--- src/rtl/example_fifo.sv ---
// Parametrised first-word-fall-through FIFO with ready/valid on both sides,
// occupancy count and synchronous flush.
module example_fifo #(
    parameter  int DATA_WIDTH = 5,
    parameter  int DEPTH      = 4,
    localparam int CNT_WIDTH  = $clog2(DEPTH + 1)
) (
    input  logic                  i_clk,
    input  logic                  i_rst_n,
    input  logic                  i_flush,
    input  logic                  i_push_valid,
    output logic                  o_push_ready,
    input  logic [DATA_WIDTH-1:0] i_push_data,
    output logic                  o_pop_valid,
    input  logic                  i_pop_ready,
    output logic [DATA_WIDTH-1:0] o_pop_data,
    output logic [CNT_WIDTH-1:0]  o_count,
    output logic                  o_full,
    output logic                  o_empty
);

    localparam int PTR_WIDTH = (DEPTH > 2) ? $clog2(DEPTH) : 1;
    localparam logic [PTR_WIDTH-1:0] PTR_LAST = PTR_WIDTH'(DEPTH - 1);
    localparam logic [CNT_WIDTH-1:0] CNT_FULL = CNT_WIDTH'(DEPTH);

    logic [DATA_WIDTH-1:0] mem_reg [DEPTH];
    logic [PTR_WIDTH-1:0]  wr_ptr_reg, wr_ptr_next;
    logic [PTR_WIDTH-1:0]  rd_ptr_reg, rd_ptr_next;
    logic [CNT_WIDTH-1:0]  count_reg, count_next;
    logic [DEPTH-1:0]      wr_en;
    logic                  push_fire;
    logic                  pop_fire;

    assign o_full       = (count_reg == CNT_FULL);
    assign o_empty      = (count_reg == '0);
    assign o_push_ready = !o_full;
    assign o_pop_valid  = !o_empty;
    assign o_count      = count_reg;
    assign o_pop_data   = mem_reg[rd_ptr_reg];

    assign push_fire = i_push_valid && o_push_ready;
    assign pop_fire  = o_pop_valid && i_pop_ready;

    genvar gi;
    generate
        for (gi = 0; gi < DEPTH; gi++) begin : g_wr_en
            assign wr_en[gi] = push_fire && (wr_ptr_reg == PTR_WIDTH'(gi));
        end
    endgenerate

    // Storage is left unreset; readers only look at it while count is non-zero.
    always_ff @(posedge i_clk) begin
        for (int i = 0; i < DEPTH; i++) begin
            if (wr_en[i]) begin
                mem_reg[i] <= i_push_data;
            end
        end
    end

    always_comb begin
        wr_ptr_next = wr_ptr_reg;
        rd_ptr_next = rd_ptr_reg;
        count_next  = count_reg;
        if (i_flush) begin
            wr_ptr_next = '0;
            rd_ptr_next = '0;
            count_next  = '0;
        end else begin
            if (push_fire) begin
                wr_ptr_next = (wr_ptr_reg == PTR_LAST) ? '0 : wr_ptr_reg + 1'b1;
            end
            if (pop_fire) begin
                rd_ptr_next = (rd_ptr_reg == PTR_LAST) ? '0 : rd_ptr_reg + 1'b1;
            end
            case ({push_fire, pop_fire})
                2'b10:   count_next = count_reg + 1'b1;
                2'b01:   count_next = count_reg - 1'b1;
                default: count_next = count_reg;
            endcase
        end
    end

    always_ff @(posedge i_clk or negedge i_rst_n) begin
        if (!i_rst_n) begin
            wr_ptr_reg <= '0;
            rd_ptr_reg <= '0;
            count_reg  <= '0;
        end else begin
            wr_ptr_reg <= wr_ptr_next;
            rd_ptr_reg <= rd_ptr_next;
            count_reg  <= count_next;
        end
    end

endmodule
--- config.mk ---
export PLATFORM = sky130hd
export DESIGN_NAME = example_fifo
export DESIGN_NICKNAME = d
export VERILOG_FILES = /design/src/rtl/example_fifo.sv
export SDC_FILE = /design/constraint.sdc
export NUM_CORES = 1
export LEC_CHECK = 0
export BUFFER_PORTS_ARGS = -buffer_cell sky130_fd_sc_hd__buf_2
export CAP_MARGIN = 20
export CELL_PAD_IN_SITES_DETAIL_PLACEMENT = 1
export CELL_PAD_IN_SITES_GLOBAL_PLACEMENT = 1
export CORE_ASPECT_RATIO = 0.75
export CORE_MARGIN = 3
export CORE_UTILIZATION = 44
export CTS_CLUSTER_SIZE = 28
export DETAILED_ROUTE_END_ITERATION = 7
export HOLD_SLACK_MARGIN = 0.1
export PLACE_DENSITY = 0.81
export SYNTH_ARGS = -nofsm -noshare
export SYNTH_HDL_FRONTEND = slang
export SYNTH_SLANG_ARGS = --single-unit
--- constraint.sdc ---
create_clock -name i_clk -period 3.1 [get_ports i_clk]
set_clock_uncertainty 0.2 [all_clocks]
set_input_delay 0.155 -clock i_clk [delete_from_list [all_inputs] [get_ports i_clk]]
set_output_delay 0.155 -clock i_clk [all_outputs]
set_load 0.02 [all_outputs]
==> results of run 1 <==
-- worst min-delay path by stage --
| stage | end | slack, ns | cells after the start |
|---|---|---|---|
| floorplan | o_count[0]$_DFFE_PN0P_ | -0.34 | 0 |
| global route | mem_reg[2][1]$_DFFE_PP_ | 0.45 | 2 |
| finish | wr_ptr_reg[1]$_DFFE_PN0P_ | 0.41 | 2 |
| global placement | rd_ptr_reg[0]$_DFFE_PN0P_ | -0.20 | 1 |
| CTS | wr_ptr_reg[1]$_DFFE_PN0P_ | 0.41 | 2 |
| detailed placement | rd_ptr_reg[1]$_DFFE_PN0P_ | -0.19 | 1 |
-- synth_stat cells, types with 2 or more instances --
cell type	instances
edfxtp_1	20
dfrtp_1	7
nand2_1	6
a21oi_1	5
and3_1	5
ha_1	5
mux4_2	5
nand3_1	5
nor2_1	5
inv_1	4
or3_1	4
buf_2	3
buf_6	2
o21ai_0	2
-- per-stage QoR --
| stage | hold slack (ns) | setup slack [ns] | instance area [sq um] |
|---|---|---|---|
| final | 0.410 | 0.765 | 1560 |
| after global routing | 0.446 | 0.619 | 1560 |
| after CTS | 0.411 | 0.756 | 1560 |
| after detailed placement | -0.195 | 0.777 | 1410 |
| after global placement | -0.201 | 0.843 | 1410 |
| after floorplan | -0.341 | 0.728 | 1300 |
-- power breakdown --
group / total [uW] / switching, uW / internal [uW] / leakage (uW)
Combinational: 189 / 107 / 82.0 / 0.000325
Sequential: 440 / 27.8 / 412 / 0.000278
Clock: 198 / 108 / 90.1 / 0.0000255
-- kinds of logic (layout without fill, tap and decap cells) --
logic type,after synthesis,count (layout),share of synthesized area
adders and majority gates,6,6,0.0633
muxes,5,5,0.0864
and+or+nand+nor,32,32,0.133
buffers and inverters,10,39,0.0461
xor gates and xnor gates,1,1,0.00672
AOI/OAI and AO/OA,14,14,0.0691
DFF,27,27,0.595
-- critical path, cell delays in order, from the launching register on --
cell and delay, ns:
dfrtp_1 0.51, or3_1 0.46, and3_1 0.20, fa_1 0.51, o311a_1 0.16, a21oi_1 0.06
nor3_1 0.16
-- routing by layer --
layer / wire, um / part of all wire / vias to the layer above / GRT usage
li1: - / - / 406 / -
met1: 1270 / 0.46 / 436 / 0.255
met2: 1350 / 0.49 / 16 / 0.266
met3: 94 / 0.034 / 3 / 0.0382
met4: 17 / 0.0062 / 0 / 0.0291
met5: 0 / 0 / - / 0
-- final cells by class --
| cell class | count | area (sq um) | area share |
|---|---|---|---|
| Inverter | 4 | 15.0 | 0.00965 |
| Clock buffer | 3 | 41.3 | 0.0265 |
| Sequential cell | 27 | 776 | 0.499 |
| Tap cell | 36 | 45.0 | 0.0290 |
| Timing Repair Buffer | 31 | 205 | 0.132 |
| Clock inverter | 1 | 5.00 | 0.00322 |
| Multi-Input combinational cell | 58 | 468 | 0.301 |
-- repair_timing --
action | CTS | global route
hold endpoints to repair | 34 | 0
hold buffers | 10 | 0
setup endpoints to repair | 0 | 0
==> results_dict.tcl, run 1 <==
set metrics [dict create \
    status "finished, final reports clean" \
    ir_drop_v 0.000241 \
    synth-main-ff-cell "edfxtp_1" \
    cp_data_required_time_ns 3.10 \
    die_w_um 68.9 \
    area_growth_pct 19.3 \
    synth_top_area_share 0.461 \
    initial_core_util 0.479 \
    min_path_type "reg2reg" \
    final_common_cell "buf_2" \
    layout.cells.non_filler 160 \
    synthesis.instances 95 \
    fin_util 0.571 \
    tritoncts "yes" \
    fillers 296 \
    leakage_uw 0.000629 \
    min_period_ns 2.33 \
    drt_pass1_iterations 3 \
    post-route-period-util 0.753 \
    dp_hpwl_um 1900 \
    grt_setup_unrepaired "no" \
    worst-endpoint-arrival_ns 2.34 \
    overflow 0 \
    via_count 861 \
    drc 0 \
    grt_use_total 0.173 \
    numCtsBuffers 3 \
    reg2regPathDepth 6 \
    largest_reg_flops 20 \
    port_buffers 21 \
    synth_cell_types 31 \
    grt_antenna_before_repair 0 \
    slew_viol_final 0 \
    cts-root-buf "clkbuf_8" \
    cts_setup_buffers 0 \
    numClockSinks 27 \
    cts_max_level 1 \
    async_reset_ff_frac 0.259 \
    routed_wirelength_um 2740 \
    worstReg2RegEnd "o_count[1]$_DFFE_PN0P_" \
    worst_pin_slew_ns 0.397 \
    synth_area_sq_um 1300 \
    synth-seq-area-share 0.595 \
    post_cts_resized 0 \
    cts.path.max_buffers 2 \
    p_per_area_nw_per_um2 532 \
    reg2reg_slack_ns 0.77 \
    slew_headroom 0.735 \
    die_y_um 53.1 \
    crit_type "reg2reg" \
    worstSetupStartpointType "register" \
    nets 141 \
    place_inst 146 \
    max_freq_mhz 428 \
    synth_nets 111 \
    r2r-start "o_count[0]$_DFFE_PN0P_" \
    first_iter_violations 69 \
    ys_seq_elements 27 \
    clkLatencyLatePin_ns 0.27 \
    yosysWarnings 0 \
    setup_tns_ns 0 \
    ios 22 \
    critPathMaxFanout 11 \
    grt_pass1_wl_um 4400 \
    cp-startpoint "o_count[0]$_DFFE_PN0P_" \
    synth_edf_count 20 \
    grt_pass1_vias 849 \
    syn_avg_cell_area_sq_um 13.7 \
    hold_viol 0 \
    place_congestion 0.731 \
    cp-end-kind "register" \
    core_sq_um 2720 \
    detail-route-antenna-nets 0 \
    total_power_uw 828 \
    drive_gt1_frac 0.266 \
    synthTopCellsByArea "edfxtp_1 46%, dfrtp_1 13%, mux4_2 8.6%, ha_1 4.8%, and3_1 2.4%" \
    rows 16 \
    drv_cap 0 \
    hold_path_startpoint "wr_ptr_reg[1]$_DFFE_PN0P_" \
    grt_max_degree 17 \
    layout_common_cells "21 x buf_2, 20 x edfxtp_1, 10 x dlygate4sd3_1" \
    via_per_inst 5.38 \
    avgRoutedWirePerCell_um 17.1 \
    diodes 0 \
    clkTransAtPathRegs_ns 0.09 \
    finalSetupViolCount 0 \
    dieArea_sq_um 3660 \
    synth_top_cell_by_area "edfxtp_1" \
    crit_end "o_count[1]$_DFFE_PN0P_" \
]
Note: power is estimated with default switching activity, not from simulation.
==> run 2: changes to the inputs <==
Settings changed: CORE_UTILIZATION 44 to 40, PLACE_DENSITY 0.81 to 0.78.
Clock period 3.1 ns to 2.1 ns, I/O delays scaled along.
==> run 2 against run 1 <==
Against the previous run: the flow now finishes with violations (negative setup slack); critical endpoint unchanged; routed wire length up 3.3%; register-to-register slack worse by 0.79 ns; clock power up 46%; sequential share of layout area down 1.6 points.
==> results_dict.tcl, run 2 (same netlist as run 1, synthesis figures left out) <==
set metrics [dict create \
    first_iter_violations 58 \
    via_per_inst 5.29 \
    diodes 0 \
    largest_reg_flops 20 \
    clkTransAtPathRegs_ns 0.09 \
    via_count 884 \
    rows 17 \
    dpl-instance-area_sq_um 1450 \
    cp_data_required_time_ns 2.09 \
    port_buffers 21 \
    setup_tns_ns -0.0238 \
    slew_headroom 0.716 \
    overflow 0 \
    cts.path.max_buffers 2 \
    cts_setup_buffers 0 \
    nets 146 \
    die_w_um 71.9 \
    min_path_type "reg2reg" \
    top_layer "met4" \
    met1_length_um 1230 \
    hold_viol 0 \
    total_power_uw 1260 \
    grt_use_total 0.159 \
    die_y_um 55.4 \
    grt_pass1_vias 927 \
    avgRoutedWirePerCell_um 16.9 \
    crit_type "reg2reg" \
    drive_gt1_frac 0.341 \
    drv_cap 0 \
    drc 0 \
    violations "negative setup slack" \
    min_period_ns 2.12 \
    numClockSinks 27 \
    p_per_area_nw_per_um2 779 \
    dr_wl_met3_um 99 \
    grt_setup_unrepaired "yes" \
    leakage_uw 0.000646 \
    postLayoutCellArea_sq_um 1610 \
    layout.cells.non_filler 167 \
    worst_pin_slew_ns 0.426 \
    fillers 319 \
    worst-endpoint-arrival_ns 2.11 \
    critPathMaxFanout 2 \
    final_common_cell "buf_2" \
    dieArea_sq_um 3990 \
    initial_core_util 0.432 \
    numCtsBuffers 3 \
    area_growth_pct 23.8 \
    tritoncts "yes" \
    cp-end-kind "register" \
    grt_antenna_before_repair 0 \
    slew_viol_final 0 \
    ios 22 \
    routed_wirelength_um 2830 \
    core_sq_um 3020 \
    layout_setup_ws_ns -0.0238 \
    max_freq_mhz 471 \
    worstSetupStartpointType "register" \
    cts_max_level 1 \
    layout_common_cells "21 x buf_2, 20 x edfxtp_1, 10 x dlygate4sd3_1" \
    dp_hpwl_um 1920 \
    place_congestion 0.753 \
    detail-route-antenna-nets 0 \
    clkLatencyLatePin_ns 0.27 \
    finalSetupViolCount 1 \
    grt_max_degree 17 \
    ir_drop_v 0.000479 \
    grt_pass1_wl_um 4750 \
    cts-root-buf "clkbuf_8" \
    status "finished, violations left" \
    wl_met2_um 1470 \
    post-route-period-util 1.01 \
    drt_pass1_iterations 4 \
    place_inst 153 \
]
[run 2: area by class of cell]
class,count,area [sq um],area share
Clock buffer,3,41.3,0.0256
Multi-Input combinational cell,58,480,0.298
Sequential cell,27,779,0.483
Clock inverter,1,7.51,0.00465
Timing Repair Buffer,36,243,0.150
Tap cell,38,47.5,0.0295
Inverter,4,15.0,0.00930
[run 2: final timing paths]
path | start | endpoint | slack (ns) | depth (start not counted)
setup / recovery | o_count[1]$_DFFE_PN0P_ | o_count[1]$_DFFE_PN0P_ | -0.02 | 6
min in group asynchronous | i_rst_n | wr_ptr_reg[0]$_DFFE_PN0P_ | 0.61 | 3
max in group asynchronous | i_rst_n | o_count[0]$_DFFE_PN0P_ | 0.79 | 3
hold reg to reg | wr_ptr_reg[1]$_DFFE_PN0P_ | wr_ptr_reg[1]$_DFFE_PN0P_ | 0.39 | 2
setup reg to reg | o_count[1]$_DFFE_PN0P_ | o_count[1]$_DFFE_PN0P_ | -0.02 | 6
hold / removal | wr_ptr_reg[1]$_DFFE_PN0P_ | wr_ptr_reg[1]$_DFFE_PN0P_ | 0.39 | 2
[run 2: repair_timing]
action,in CTS,in global routing
endpoints found under the setup margin,2,2
endpoints found under the hold margin,34,0
gates resized for setup,0,4
pin swaps,1,1
hold buffers,10,0
[run 2: metrics by stage]
step | hold slack, ns | setup WS (ns) | util
floorplan | -0.391 | -0.231 | -
global placement | -0.249 | 0.0150 | 0.481
detailed placement | -0.246 | -0.0919 | 0.481
CTS | 0.380 | -0.0848 | 0.530
global route | 0.403 | -0.107 | 0.534
finish | 0.389 | -0.0238 | 0.534
[run 2: critical path, cell delays in order, from the launching register on]
cell	delay, ns
dfrtp_2	0.41
or3_4	0.38
and3_1	0.18
fa_2	0.54
o311a_1	0.15
a21oi_1	0.07
nor3_2	0.11
[run 2: routing by layer]
metal / global-route usage / up-vias
met5: 0 / -
met2: 0.267 / 17
met3: 0.0436 / 4
met4: 0.0402 / 0
met1: 0.203 / 442
li1: - / 421
[run 2: power by group]
group | switching (uW) | internal, uW
registers | 26.5 | 610
clock network | 154 | 134
logic | 185 | 147
total | 366 | 891
==> run 3: changes to the inputs <==
Settings changed: PLACE_DENSITY 0.78 to not set, PLACE_DENSITY_LB_ADDON set to 0.1.
==> run 3 against run 2 <==
Against the previous run: the flow still finishes with violations (negative setup slack); cell area grew 0.93%; final cell count up 1.2%; maximum frequency is 2.3% lower; register-to-register slack worse by 0.05 ns; routed wire length up 1.4%; highest routed layer unchanged.
==> results_dict.tcl, run 3 (same netlist as run 1, synthesis figures left out) <==
set metrics [dict create \
    cts.path.max_buffers 2 \
    die_w_um 71.9 \
    layout_common_cells "21 x buf_2, 20 x edfxtp_1, 10 x dlygate4sd3_1" \
    cp-end-kind "register" \
    cp_data_required_time_ns 2.09 \
    core_sq_um 3020 \
    grt_setup_unrepaired "yes" \
    clkLatencyLatePin_ns 0.27 \
    worst_pin_slew_ns 0.426 \
    min_period_ns 2.17 \
    reg2regPathDepth 6 \
    grt_use_total 0.157 \
    numCtsBuffers 3 \
    dpl-instance-area_sq_um 1460 \
    leakage_uw 0.000652 \
    drv_cap 0 \
    ios 22 \
    critPathSlowestCell "fa_2" \
    cp-startpoint "o_count[1]$_DFFE_PN0P_" \
    die_y_um 55.4 \
    detail-route-antenna-nets 0 \
    ir_drop_v 0.000487 \
    grt_pass1_vias 966 \
    hold_viol 0 \
    path_cells "or3_4 > and3_4 > fa_2 > o311a_1 > a21oi_1 > nor3_1" \
    layout_setup_ws_ns -0.0748 \
    overflow 0 \
    tritoncts "yes" \
    r2r-start "o_count[1]$_DFFE_PN0P_" \
    place_inst 154 \
    cp_top_family "simple AND/OR/NAND/NOR gates" \
    drt_pass1_iterations 4 \
    status "finished, violations left" \
    slew_viol_final 0 \
    max_freq_mhz 460 \
    crit_type "reg2reg" \
    grt_max_degree 17 \
    post-route-period-util 1.04 \
    routed_wirelength_um 2870 \
    place_congestion 0.817 \
    crit_end "o_count[1]$_DFFE_PN0P_" \
    clkTransAtPathRegs_ns 0.09 \
    nets 148 \
    p_per_area_nw_per_um2 784 \
    postLayoutCellArea_sq_um 1630 \
    area_growth_pct 25.0 \
    worstSetupStartpointType "register" \
    cts-root-buf "clkbuf_8" \
    path_buf_inv 0 \
    rows 17 \
    fillers 328 \
    final_common_cell "buf_2" \
    violations "negative setup slack" \
    worstReg2RegEnd "o_count[1]$_DFFE_PN0P_" \
    multiInputGateArea_sq_um 480 \
    dp_hpwl_um 2010 \
    avgRoutedWirePerCell_um 17.0 \
    worst-endpoint-arrival_ns 2.16 \
    drive_gt1_frac 0.351 \
    min_path_type "in2reg" \
    diodes 0 \
    worst-path-stages 6 \
    slew_headroom 0.716 \
    drc 0 \
    largest_reg_flops 20 \
    numClockSinks 27 \
    critPathMaxStageDelay_ns 0.52 \
    port_buffers 21 \
    cts_max_level 1 \
    critPathMaxFanout 2 \
    grt_antenna_before_repair 0 \
    initial_core_util 0.432 \
    reg2reg_slack_ns -0.07 \
    dieArea_sq_um 3990 \
    regArea_sq_um 779 \
    finalSetupViolCount 1 \
    via_per_inst 5.25 \
    grt_pass1_wl_um 4690 \
    via_count 887 \
    layout.cells.non_filler 169 \
    first_iter_violations 46 \
]
==> run 3: cell count changes in the layout (fill, tap and decap cells not counted) <==
cell	change
nor3_1	+1
buf_4	+2
and3_4	+1
nor3_2	-1
and3_1	-1
==> run 3: worst min path at each step <==
stage                        start                   endpoint  cells past startpoint
global route        i_push_data[3]    mem_reg[2][3]$_DFFE_PP_                      2
CTS                 i_push_data[0]    mem_reg[2][0]$_DFFE_PP_                      2
detailed placement         i_rst_n  rd_ptr_reg[0]$_DFFE_PN0P_                      1
global placement           i_rst_n  rd_ptr_reg[0]$_DFFE_PN0P_                      1
finish              i_push_data[3]    mem_reg[1][3]$_DFFE_PP_                      2
floorplan                  i_rst_n     o_count[0]$_DFFE_PN0P_                      0
==> run 3: repair_timing <==
item | 4_1_cts | 5_1_grt
endpoints found under the hold margin | 34 | 0
hold buffers | 10 | 0
setup endpoints to repair | 2 | 2
gates cloned | 0 | 0
gates resized for setup | 1 | 3
buffers inserted | 0 | 1
pin swaps | 1 | 2
==> run 3: final cells by class <==
type,count,share of cell area
multi-input cells,58,0.295
clock inverters,1,0.00461
well taps,38,0.0292
inverters,4,0.00922
clock buffers,3,0.0253
repair buffers,38,0.158
flip-flops and latches,27,0.478
==> run 3: stage by stage <==
stage	setup WS [ns]	setup TNS [ns]	util	hold WS, ns	total power (uW)
floorplan	-0.231	-0.381	-	-0.391	859
global placement	-0.00758	-0.00758	0.483	-0.246	944
detailed placement	-0.0479	-0.0711	0.483	-0.243	957
CTS	-0.0193	-0.0327	0.534	0.371	1280
global route	-0.131	-0.142	0.539	0.389	1350
finish	-0.0748	-0.0748	0.539	0.377	1280
==> run 3: power breakdown <==
part / switching, uW / internal [uW] / total, uW
Sequential: 26.6 / 610 / 637
Clock: 163 / 135 / 297
Combinational: 187 / 155 / 343
==> run 3: layer usage <==
layer / GRT usage / part of all wire
met2: 0.255 / 0.51
met1: 0.198 / 0.44
met3: 0.0473 / 0.036
met5: 0 / 0
met4: 0.0536 / 0.014
